File: src/rtl/dual_input_conditioner.sv
// Two-channel input front end: synchronises two asynchronous raw inputs, debounces
// each with a stability counter, and emits edge strobes plus a saturating glitch count.
module dual_input_conditioner #(
  parameter int SYNC_STAGES = 2,
  parameter int DB_CNT      = 4,
  parameter int GW          = 8
) (
  input  logic          clk,
  input  logic          rst,
  input  logic          in1_raw,
  input  logic          in2_raw,
  input  logic          en,
  input  logic          clr_glitch,
  output logic          out1,
  output logic          out2,
  output logic          rise1,
  output logic          fall1,
  output logic          rise2,
  output logic          fall2,
  output logic          both_chg,
  output logic [GW-1:0] glitch_cnt
);

  localparam logic [7:0]  DC_LAST    = 8'(DB_CNT - 1);
  localparam logic [GW:0] GLITCH_MAX = {1'b0, {GW{1'b1}}};

  logic [1:0]             raw;
  logic [SYNC_STAGES-1:0] sync_q [2];
  logic [1:0]             s;

  logic [7:0]    dc_q [2];
  logic [7:0]    dc_d [2];
  logic [1:0]    out_q, out_d;
  logic [1:0]    rise_q, rise_d;
  logic [1:0]    fall_q, fall_d;
  logic          both_q, both_d;
  logic [1:0]    reject;
  logic [GW-1:0] glitch_q, glitch_d;
  logic [GW:0]   glitch_sum;

  assign raw = {in2_raw, in1_raw};
  assign s   = {sync_q[1][SYNC_STAGES-1], sync_q[0][SYNC_STAGES-1]};

  always_comb begin
    // NOTE: every variable gets a default before any branch so no latch is inferred.
    dc_d   = dc_q;
    out_d  = out_q;
    rise_d = '0;
    fall_d = '0;
    reject = '0;
    for (int k = 0; k < 2; k++) begin
      if (!en) begin
        dc_d[k] = '0;
      end else if (s[k] != out_q[k]) begin
        if (dc_q[k] == DC_LAST) begin
          out_d[k]  = s[k];
          dc_d[k]   = '0;
          rise_d[k] = s[k];
          fall_d[k] = ~s[k];
        end else begin
          dc_d[k] = dc_q[k] + 8'd1;
        end
      end else begin
        dc_d[k]   = '0;
        reject[k] = (dc_q[k] != 8'd0);
      end
    end
    both_d = (rise_d[0] | fall_d[0]) & (rise_d[1] | fall_d[1]);

    // Sum one bit wider than the counter so saturation is detected, not wrapped.
    glitch_sum = {1'b0, glitch_q} + (GW+1)'(reject[0]) + (GW+1)'(reject[1]);
    if (clr_glitch)
      glitch_d = '0;
    else if (glitch_sum > GLITCH_MAX)
      glitch_d = GLITCH_MAX[GW-1:0];
    else
      glitch_d = glitch_sum[GW-1:0];
  end

  // NOTE: all state, including the small counter arrays, is reset so a reset mid-debounce
  // discards partial counts; state updates use non-blocking assignments only.
  always_ff @(posedge clk or negedge rst) begin
    if (!rst) begin
      for (int k = 0; k < 2; k++) begin
        sync_q[k] <= '0;
        dc_q[k]   <= '0;
      end
      out_q    <= '0;
      rise_q   <= '0;
      fall_q   <= '0;
      both_q   <= 1'b0;
      glitch_q <= '0;
    end else begin
      for (int k = 0; k < 2; k++) begin
        sync_q[k] <= {sync_q[k][SYNC_STAGES-2:0], raw[k]};
        dc_q[k]   <= dc_d[k];
      end
      out_q    <= out_d;
      rise_q   <= rise_d;
      fall_q   <= fall_d;
      both_q   <= both_d;
      glitch_q <= glitch_d;
    end
  end

  assign out1       = out_q[0];
  assign out2       = out_q[1];
  assign rise1      = rise_q[0];
  assign fall1      = fall_q[0];
  assign rise2      = rise_q[1];
  assign fall2      = fall_q[1];
  assign both_chg   = both_q;
  assign glitch_cnt = glitch_q;

endmodule

File: config.mk
export PLATFORM = sky130hd
export DESIGN_NAME = dual_input_conditioner
export DESIGN_NICKNAME = d
export VERILOG_FILES = /design/src/rtl/dual_input_conditioner.sv
export SDC_FILE = /design/constraint.sdc
export NUM_CORES = 1
export LEC_CHECK = 0
export ABC_CLOCK_PERIOD_IN_PS = 5900
export BUFFER_PORTS_ARGS = -buffer_cell sky130_fd_sc_hd__buf_2
export CELL_PAD_IN_SITES_DETAIL_PLACEMENT = 1
export CELL_PAD_IN_SITES_GLOBAL_PLACEMENT = 1
export CORE_MARGIN = 2
export CORE_UTILIZATION = 47
export DETAILED_ROUTE_END_ITERATION = 10
export PLACE_DENSITY_LB_ADDON = 0.1
export RECOVER_POWER = 50
export SLEW_MARGIN = 25
export SYNTH_ARGS = -nofsm -noshare
export SYNTH_HDL_FRONTEND = slang
export SYNTH_SLANG_ARGS = --single-unit
export TNS_END_PERCENT = 1
File: constraint.sdc
create_clock -name clk -period 5.9 [get_ports clk]
set_clock_uncertainty 0.2 [all_clocks]
set_input_delay 0.295 -clock clk [delete_from_list [all_inputs] [get_ports clk]]
set_output_delay 0.295 -clock clk [all_outputs]
set_load 0.1 [all_outputs]
Word-level counts from Yosys, hierarchy flattened
Index checks and enable logic that the tools add are counted.
Cells by class
  reduce and logical (&&, ||, !) cells: 4
  bitwise gates (word level): 5
  mux-type cells: 24
  eq/ne operators: 4
  order comparisons: 1
  $add $sub $neg: 4
Operator list (count)
  8-bit 2-to-1 mux: 8
  8-bit by 1-bit adder with 8-bit output (second input constant): 2
  8-bit by 2-bit == test with 1-bit output (second input constant): 2
  1-bit 2-to-1 mux: 16
  8-bit nonzero test: 2
  8-bit by 1-bit adder with 9-bit output: 1
  9-bit by 1-bit adder with 9-bit output: 1
  9-bit by 8-bit greater-than comparator with 1-bit output (second input constant): 1
  3-bit AND reduction: 2
  1-bit != test: 2
  1-bit NOT: 2
  1-bit bitwise OR: 2
  1-bit bitwise AND: 1
Word-level totals
  word-level logic and storage cells: 52
  input bits: 6
  flip-flop bits (word level): 35

Logic depth before layout (Yosys ltp)
Gate-level depths: netlist of run 1.
  depth in word-level cells: 8
  mapped depth: 10
  gate-level depth less buffers: 9

Worst setup path before layout of run 1
OpenSTA, ideal clock, no wires.
  kind: flip-flop to flip-flop
  start: register out_q[1]
  end: register glitch_q[4] (netlist: glitch_cnt[4])
  slack: 2.833 ns
  cell stages (with the launch flop): 10
  clock period less this slack: 3.067 ns
  setup time: 0.177 ns
  arrival: 2.690 ns
  path buffers: 1
  required time: 5.523 ns
  cell sequence: dfrtp_1 xor2_1 a211o_1 fa_1 inv_1 ha_1 and3_1 clkbuf_1 nor2b_1 a211oi_1
On the way
  cells in the longest elaborated chain, start to end: 7
RTL lines
  start: declaration: RTL line 33  | logic [1:0] out_q, out_d;
  start signal: assignment: RTL line 98  | out_q <= out_d;
  1-bit != test (*): RTL line 54  | end else if (s[k] != out_q[k]) begin
  1-bit 2-to-1 mux (*): RTL line 54
  1-bit 2-to-1 mux (*): RTL line 52  | if (!en) begin
  9-bit by 1-bit adder with 9-bit output (*): RTL line 71  | glitch_sum = {1'b0, glitch_q} + (GW+1)'(reject[0]) + (GW+1)'(reject[1]);
  9-bit by 8-bit greater-than comparator with 1-bit output: RTL line 74  | else if (glitch_sum > GLITCH_MAX)
  8-bit 2-to-1 mux (*): RTL line 74
  8-bit 2-to-1 mux (*): RTL line 72  | if (clr_glitch)
  via glitch_d[4]: RTL line 38  | logic [GW-1:0] glitch_q, glitch_d;
  end signal: assignment: RTL line 102  | glitch_q <= glitch_d;
  end: declaration: RTL line 38
Mark *: on every way through the listed nets, which the timed path passes. The rest lies on a longest branch.
A chain may end at the register's enable or synchronous reset.

Worst setup path after layout of run 1
  start: register dc_q[2] in the netlist's numbering
  end: register glitch_q[7] (netlist: glitch_cnt[7])
On the way
  cells in the longest elaborated chain, start to end: 7
RTL lines
  start: declaration: RTL line 31  | logic [7:0] dc_q [2];
  start signal: indexed assignment: RTL line 96  | dc_q[k] <= dc_d[k];
  8-bit nonzero test (*): RTL line 65  | reject[k] = (dc_q[k] != 8'd0);
  1-bit 2-to-1 mux (*): RTL line 54
  1-bit 2-to-1 mux (*): RTL line 52
  9-bit by 1-bit adder with 9-bit output (*): RTL line 71
  9-bit by 8-bit greater-than comparator with 1-bit output: RTL line 74
  8-bit 2-to-1 mux (*): RTL line 74
  8-bit 2-to-1 mux (*): RTL line 72
  via glitch_d[7]: RTL line 38
Marks and branches as above.

==> flow_metrics.env, run 1 <==
export IMPL_switching_power_w=0.000232
export IMPL_wl_per_cell_um=15.5
export IMPL_placed_cell_area_um2=1790
export IMPL_avgSynthCellArea_um2=10.5
export IMPL_viasPerCell=5.55
export IMPL_ys_flop_type="dfrtp_1"
export IMPL_cp_max_fo=7
export IMPL_critPathRequiredTime_ns=5.92
export IMPL_crit_type="reg2reg"
export IMPL_post_route_period_util_pct=45.9
export IMPL_final_area_um2=1860
export IMPL_yosys_area_top_type_share_pct=53.5
export IMPL_hold_violations=0
export IMPL_drtAntennaViolNets=0
export IMPL_arrival_ns=2.73
export IMPL_setup_viol=0
export IMPL_grt_pass1_vias=1353
export IMPL_async_reset_ff_share_pct=100
export IMPL_syn_to_final_growth_pct=13.4
export IMPL_final_cell_mix="dfrtp_1 (35), buf_2 (19), inv_1 (12), a21oi_1 (12), nor2_1 (10)"
export IMPL_wl_met2_mm=1.79
export IMPL_grt_overflow=0
export IMPL_synth_distinct_cells=34
export IMPL_numClockSinks=35
export IMPL_cts_tree="yes"
export IMPL_path_cells="or4_4 > nor2_1 > a211o_1 > fa_1 > inv_1 > ha_1 > and3_1 > nor4b_1 > nor3b_1"
export IMPL_slowest_delay_ns=0.60
export IMPL_max_slew_margin_pct=-22.9
export IMPL_diodes=0
export IMPL_met1_length_mm=1.60
export IMPL_cts_root_buf="clkbuf_4"
export IMPL_cpMaxStageDelayCell="or4_4"
export IMPL_p_leak_nw=0.846
export IMPL_synth_net_count=168
export IMPL_dieArea_um2=3970
export IMPL_wl_mm=3.55
export IMPL_synth_area_leaders="dfrtp_1 (53%), ha_1 (3.8%), a21oi_1 (3.7%)"
export IMPL_clk_pin_slew_worst_paths_ns=0.10
export IMPL_grt_max_degree=36
export IMPL_pin_count=21
export IMPL_synthCells=156
export IMPL_dp_cells=220
export IMPL_drc_errors=0
export IMPL_drt_pass1_iter_count=4
export IMPL_ys_ff_latch=35
export IMPL_tns_ns=0
export IMPL_antenna_found_initial=0
export IMPL_num_rows=21
export IMPL_worst_pin_slew_ns=1.84
export IMPL_core_um2=3340
export IMPL_hp_class="in2reg"
export IMPL_post_cts_buffers=0
export IMPL_io_buffer_count=20
export IMPL_hpwl_mm=2.63
export IMPL_die_x_um=63.0
export IMPL_critPathLaunchType="flip-flop"
export IMPL_highest_layer="met4"
export IMPL_cap_violations=1
export IMPL_yosysSeqAreaShare_pct=53.5
export IMPL_n_fill_cell=395
export IMPL_yosysTopAreaCell="dfrtp_1"
export IMPL_combPwrFrac_pct=30.5
export IMPL_p_clk_share_pct=20.3
export IMPL_grt_pass1_wl_mm=6.35
export IMPL_p_per_area_nw_per_um2=307
export IMPL_drive_above_1_share_pct=17.5
export IMPL_seqPwrFrac_pct=49.2
export IMPL_synth_edf_count=0
export IMPL_vias=1270
export IMPL_grt_setup_unrepaired="false"
export IMPL_clk_path_buf_depth=2
export IMPL_cts_made_buffers=5
export IMPL_initial_core_util_pct=49.1
export IMPL_p_sw_share_pct=40.5
export IMPL_outcome="finished with violations"
export IMPL_yosys_warnings=0
export IMPL_place_congestion=0.812
export IMPL_clock_fmax_mhz=369
export IMPL_drv_slew=36
export IMPL_drt_iter0_markers=48
export IMPL_syn_cell_area_um2=1640
export IMPL_p_int_w=0.000340
export IMPL_htree_levels=2
export IMPL_ir_drop_mv=0.164
export IMPL_violations="capacitance limit, slew limit"
export IMPL_grtUsageTotal_pct=20.4
export IMPL_fin_cells=229
export IMPL_fin_crit_ns=2.71
export IMPL_critPathCaptureType="flip-flop"
export IMPL_wl_met3_um=107
export IMPL_final_common_cell="dfrtp_1"
export IMPL_clk_latency_ns=0.33
export IMPL_die_h_um=63.0
export IMPL_fin_nets=196
[power groups by stage]
stage          combinational, W  clock, W  sequential [W]
2_1_floorplan         0.0000586         0        0.000359
3_3_place_gp           0.000170         0        0.000285
4_1_cts                0.000176  0.000121        0.000281
3_5_place_dp           0.000173         0        0.000286
5_1_grt                0.000190  0.000131        0.000284
6_report               0.000174  0.000116        0.000281
[state kept, by name, summed over array words and instances, names as in the netlist]
signal and cells:
dc_q 16, s 2, glitch_cnt 8, sync_q 2, fall_q 2, both_chg 1, out_q 2, rise_q 2
[metrics by stage]
step	worst slack, ns	hold slack, ns	util (%)	total power [W]
final	3.19	0.0333	55.7	0.000571
after global routing	3.01	0.0364	55.7	0.000605
after CTS	3.15	0.0230	55.7	0.000579
after detailed placement	3.15	0.146	53.6	0.000458
after global placement	3.27	0.135	53.6	0.000455
after floorplan	2.83	-0.201	-	0.000417
[cells in the mapped netlist (2+ instances only)]
| library cell | instances |
|---|---|
| a211o_1 | 2 |
| a21oi_1 | 12 |
| a31oi_1 | 3 |
| and3_1 | 3 |
| and4_1 | 2 |
| dfrtp_1 | 35 |
| ha_1 | 5 |
| inv_1 | 12 |
| nand2_1 | 7 |
| nand3_1 | 9 |
| nand4_1 | 2 |
| nor2_1 | 10 |
| nor2b_1 | 4 |
| nor3_1 | 6 |
| o21ai_0 | 9 |
| o31ai_1 | 2 |
| o41ai_1 | 2 |
| or2_2 | 2 |
| or3_1 | 7 |
| or3_4 | 2 |
| or4_4 | 2 |
| xor2_1 | 6 |
[final cells by class]
type                    instances  area (µm²)  area share (%)
clock buffers                   6        41.3            2.22
inverters                      12        45.0            2.42
multi-input cells             107         709            38.2
flip-flops and latches         35         876            47.1
well taps                      46        57.6            3.10
repair buffers                 23         129            6.94
[worst paths after layout]
| kind | startpoint | endpoint | slack (ns) | cells after the start |
|---|---|---|---|---|
| max | dc_q[2] | glitch_cnt[7] | 3.19 | 9 |
| min | clr_glitch | glitch_cnt[0] | 0.03 | 2 |
| max reg2reg | dc_q[2] | glitch_cnt[7] | 3.19 | 9 |
| min reg2reg | sync_q[0] | s[1] | 0.16 | 0 |
| max in group asynchronous | rst | s[0] | 3.64 | 2 |
| min in group asynchronous | rst | fall_q[1] | 0.81 | 2 |
[cell families after synthesis]
group / after synthesis / synth area share (%)
adder cells (fa/ha/maj): 6 / 5.04
flip-flops: 35 / 53.5
AO/OA/AOI/OAI: 34 / 13.1
AND/OR/NAND/NOR: 60 / 21.5
XOR/XNOR: 7 / 3.74
buffers and inverters: 14 / 3.21
[repair_timing]
action	in CTS	in global routing
hold endpoints to repair	37	0
hold buffers	3	0
resized for setup	0	0
[worst max-delay path, delay by kind of cell, from the launching register on]
family / cells / cell delay [ns]
AO/OA/AOI/OAI: 1 / 0.15
adder cells (fa/ha/maj): 2 / 0.39
buffers and inverters: 1 / 0.06
AND/OR/NAND/NOR: 5 / 1.33
flip-flops: 1 / 0.45
[layer usage]
| layer | global-route usage [%] | vias up |
|---|---|---|
| li1 | - | 612 |
| met1 | 26.2 | 631 |
| met2 | 34.0 | 22 |
| met3 | 3.60 | 5 |
| met4 | 8.33 | 0 |
| met5 | 0 | - |
Note: power is estimated with default switching activity, not from simulation.
==> run 2, diff against run 1 <==
--- a/config.mk
+++ b/config.mk
@@ -5,12 +5,12 @@
 export SDC_FILE = /design/constraint.sdc
 export NUM_CORES = 1
 export LEC_CHECK = 0
-export ABC_CLOCK_PERIOD_IN_PS = 5900
+export ABC_CLOCK_PERIOD_IN_PS = 2300
 export BUFFER_PORTS_ARGS = -buffer_cell sky130_fd_sc_hd__buf_2
 export CELL_PAD_IN_SITES_DETAIL_PLACEMENT = 1
 export CELL_PAD_IN_SITES_GLOBAL_PLACEMENT = 1
 export CORE_MARGIN = 2
-export CORE_UTILIZATION = 47
+export CORE_UTILIZATION = 40
 export DETAILED_ROUTE_END_ITERATION = 10
 export PLACE_DENSITY_LB_ADDON = 0.1
 export RECOVER_POWER = 50
==> constraint.sdc (replaced) <==
create_clock -name clk -period 2.3 [get_ports clk]
set_clock_uncertainty 0.2 [all_clocks]
set_input_delay 0.115 -clock clk [delete_from_list [all_inputs] [get_ports clk]]
set_output_delay 0.115 -clock clk [all_outputs]
set_load 0.1 [all_outputs]
==> run 2 against run 1 <==
Net effect: die area increased by 16%; register-to-register slack got worse by 3.3 ns; combinational power increased to 3.3 times the previous value; first-iteration DRC count increased by 6.3%; core utilization decreased by 0.10 points; sequential power increased to 2.5 times the previous value; via count increased by 10%; critical endpoint is now glitch_cnt[4]; clock power increased to 3.7 times the previous value; maximum frequency increased by 13%; the flow finishes with violations (setup timing); critical path type unchanged; sequential cell count unchanged.
==> flow_metrics.env, run 2 (same netlist as run 1, synthesis figures left out) <==
export IMPL_io_buffer_count=20
export IMPL_place_congestion=0.841
export IMPL_grt_overflow=0
export IMPL_critPathLaunchType="flip-flop"
export IMPL_drc_errors=0
export IMPL_critPathCaptureType="flip-flop"
export IMPL_place_ws_ns=-0.217
export IMPL_die_x_um=68.0
export IMPL_drt_iter0_markers=51
export IMPL_grt_max_degree=36
export IMPL_post_cts_buffers=0
export IMPL_fin_crit_ns=2.40
export IMPL_die_h_um=68.0
export IMPL_fin_nets=226
export IMPL_pin_count=21
export IMPL_p_leak_nw=1.02
export IMPL_initial_core_util_pct=41.2
export IMPL_startpoint="dc_q[3]"
export IMPL_grtUsageTotal_pct=20.4
export IMPL_cts_made_buffers=5
export IMPL_arrival_ns=2.40
export IMPL_syn_to_final_growth_pct=34.8
export IMPL_antenna_found_initial=0
export IMPL_hp_class="in2reg"
export IMPL_drive_above_1_share_pct=36.3
export IMPL_vias=1400
export IMPL_cp_max_fo=6
export IMPL_crit_type="reg2reg"
export IMPL_p_per_area_nw_per_um2=772
export IMPL_violations="setup timing"
export IMPL_clock_fmax_mhz=416
export IMPL_clk_latency_ns=0.29
export IMPL_drt_pass1_iter_count=4
export IMPL_max_slew_margin_pct=43.2
export IMPL_viasPerCell=5.28
export IMPL_drv_slew=0
export IMPL_critPathRequiredTime_ns=2.30
export IMPL_numClockSinks=35
export IMPL_outcome="finished with violations"
export IMPL_grt_pass1_vias=1474
export IMPL_clk_pin_slew_worst_paths_ns=0.07
export IMPL_setup_viol=7
export IMPL_final_common_cell="dfrtp_1"
export IMPL_regMostFlops="dc_q"
export IMPL_num_rows=23
export IMPL_final_cell_mix="dfrtp_1 (32), buf_4 (29), buf_2 (19)"
export IMPL_clk_path_buf_depth=2
export IMPL_cts_tree="yes"
export IMPL_diodes=0
export IMPL_grt_setup_unrepaired="true"
export IMPL_cap_violations=0
export IMPL_hpwl_mm=3.06
export IMPL_hold_violations=0
export IMPL_post_route_period_util_pct=104
export IMPL_htree_levels=2
export IMPL_wl_per_cell_um=15.1
export IMPL_r2r_start="dc_q[3]"
export IMPL_final_core_util_pct=55.6
export IMPL_setup_ws_ns=-0.103
export IMPL_wl_mm=4.00
export IMPL_grt_pass1_wl_mm=6.79
export IMPL_dieArea_um2=4620
export IMPL_drtAntennaViolNets=0
export IMPL_core_um2=3970
export IMPL_cts_root_buf="clkbuf_8"
export IMPL_largest_reg_flops=16
export IMPL_ir_drop_mv=0.355
export IMPL_hold_start="en"
export IMPL_worst_pin_slew_ns=0.852
[run 2: cell types whose count changed in the layout (fill, tap and decap cells not counted), moves of 2 or more]
| cell | previous run | this run |
|---|---|---|
| nor2_1 | 10 | 8 |
| clkbuf_8 | 0 | 5 |
| buf_4 | 0 | 29 |
| clkbuf_4 | 5 | 0 |
| dfrtp_4 | 0 | 2 |
| dfrtp_1 | 35 | 32 |
| nor2_2 | 0 | 2 |
[run 2: final timing paths]
| path | to | slack (ns) | depth (start not counted) |
|---|---|---|---|
| max | glitch_cnt[4] | -0.10 | 9 |
| min | dc_q[9] | 0.04 | 3 |
| max reg2reg | glitch_cnt[4] | -0.10 | 9 |
| min reg2reg | s[1] | 0.15 | 0 |
| max in group asynchronous | out_q[0] | 1.01 | 2 |
| min in group asynchronous | sync_q[2] | 0.28 | 2 |
[run 2: cell type report]
| type | instances | area, µm² |
|---|---|---|
| well taps | 50 | 62.6 |
| repair buffers | 53 | 358 |
| fillers | 454 | 1760 |
| flip-flops and latches | 35 | 885 |
| multi-input cells | 107 | 776 |
| inverters | 12 | 45.0 |
| clock inverters | 1 | 5.00 |
| clock buffers | 7 | 76.3 |
[run 2: critical path: stages (launching register included)]
cell and delay, ns:
dfrtp_1 0.38, or4_4 0.54, nor2_2 0.13, a211o_1 0.14, fa_2 0.21, inv_2 0.06
ha_4 0.15, and3_4 0.17, nor2b_4 0.13, a211oi_2 0.21
[run 2: metrics by stage]
step           hold slack [ns]  instances  TNS [ns]  cell area [µm²]  power (W)
5_1_grt                 0.0372        265     -1.36             2210    0.00181
3_5_place_dp            0.0264        253     -1.30             2060    0.00129
2_1_floorplan           -0.381        156     -1.02             1680    0.00110
3_3_place_gp            0.0230        253    -0.624             2060    0.00128
6_report                0.0419        265    -0.613             2210    0.00170
4_1_cts                 0.0356        265    -0.713             2200    0.00174
[run 2: power by group]
group          leakage (nW)  switching (W)  internal (W)  total (W)
Combinational         0.506       0.000398      0.000170   0.000568
Sequential            0.470      0.0000349      0.000678   0.000713
Clock                0.0422       0.000212      0.000212   0.000424
Total                  1.02       0.000645       0.00106    0.00170
[run 2: layer usage]
metal  up-vias  wire length (µm)  GRT usage (%)
li1        676                 -              -
met1       691              1710           24.3
met2        27              2070           34.1
met3         6               165           6.74
met4         0                57           7.75
met5         -                 0              0
[run 2: timing repair]
action / CTS / global route
hold buffers: 4 / 0
gates resized for setup: 7 / 2
pin swaps: 8 / 3
endpoints found under the hold margin: 45 / 0
endpoints found under the setup margin: 7 / 8
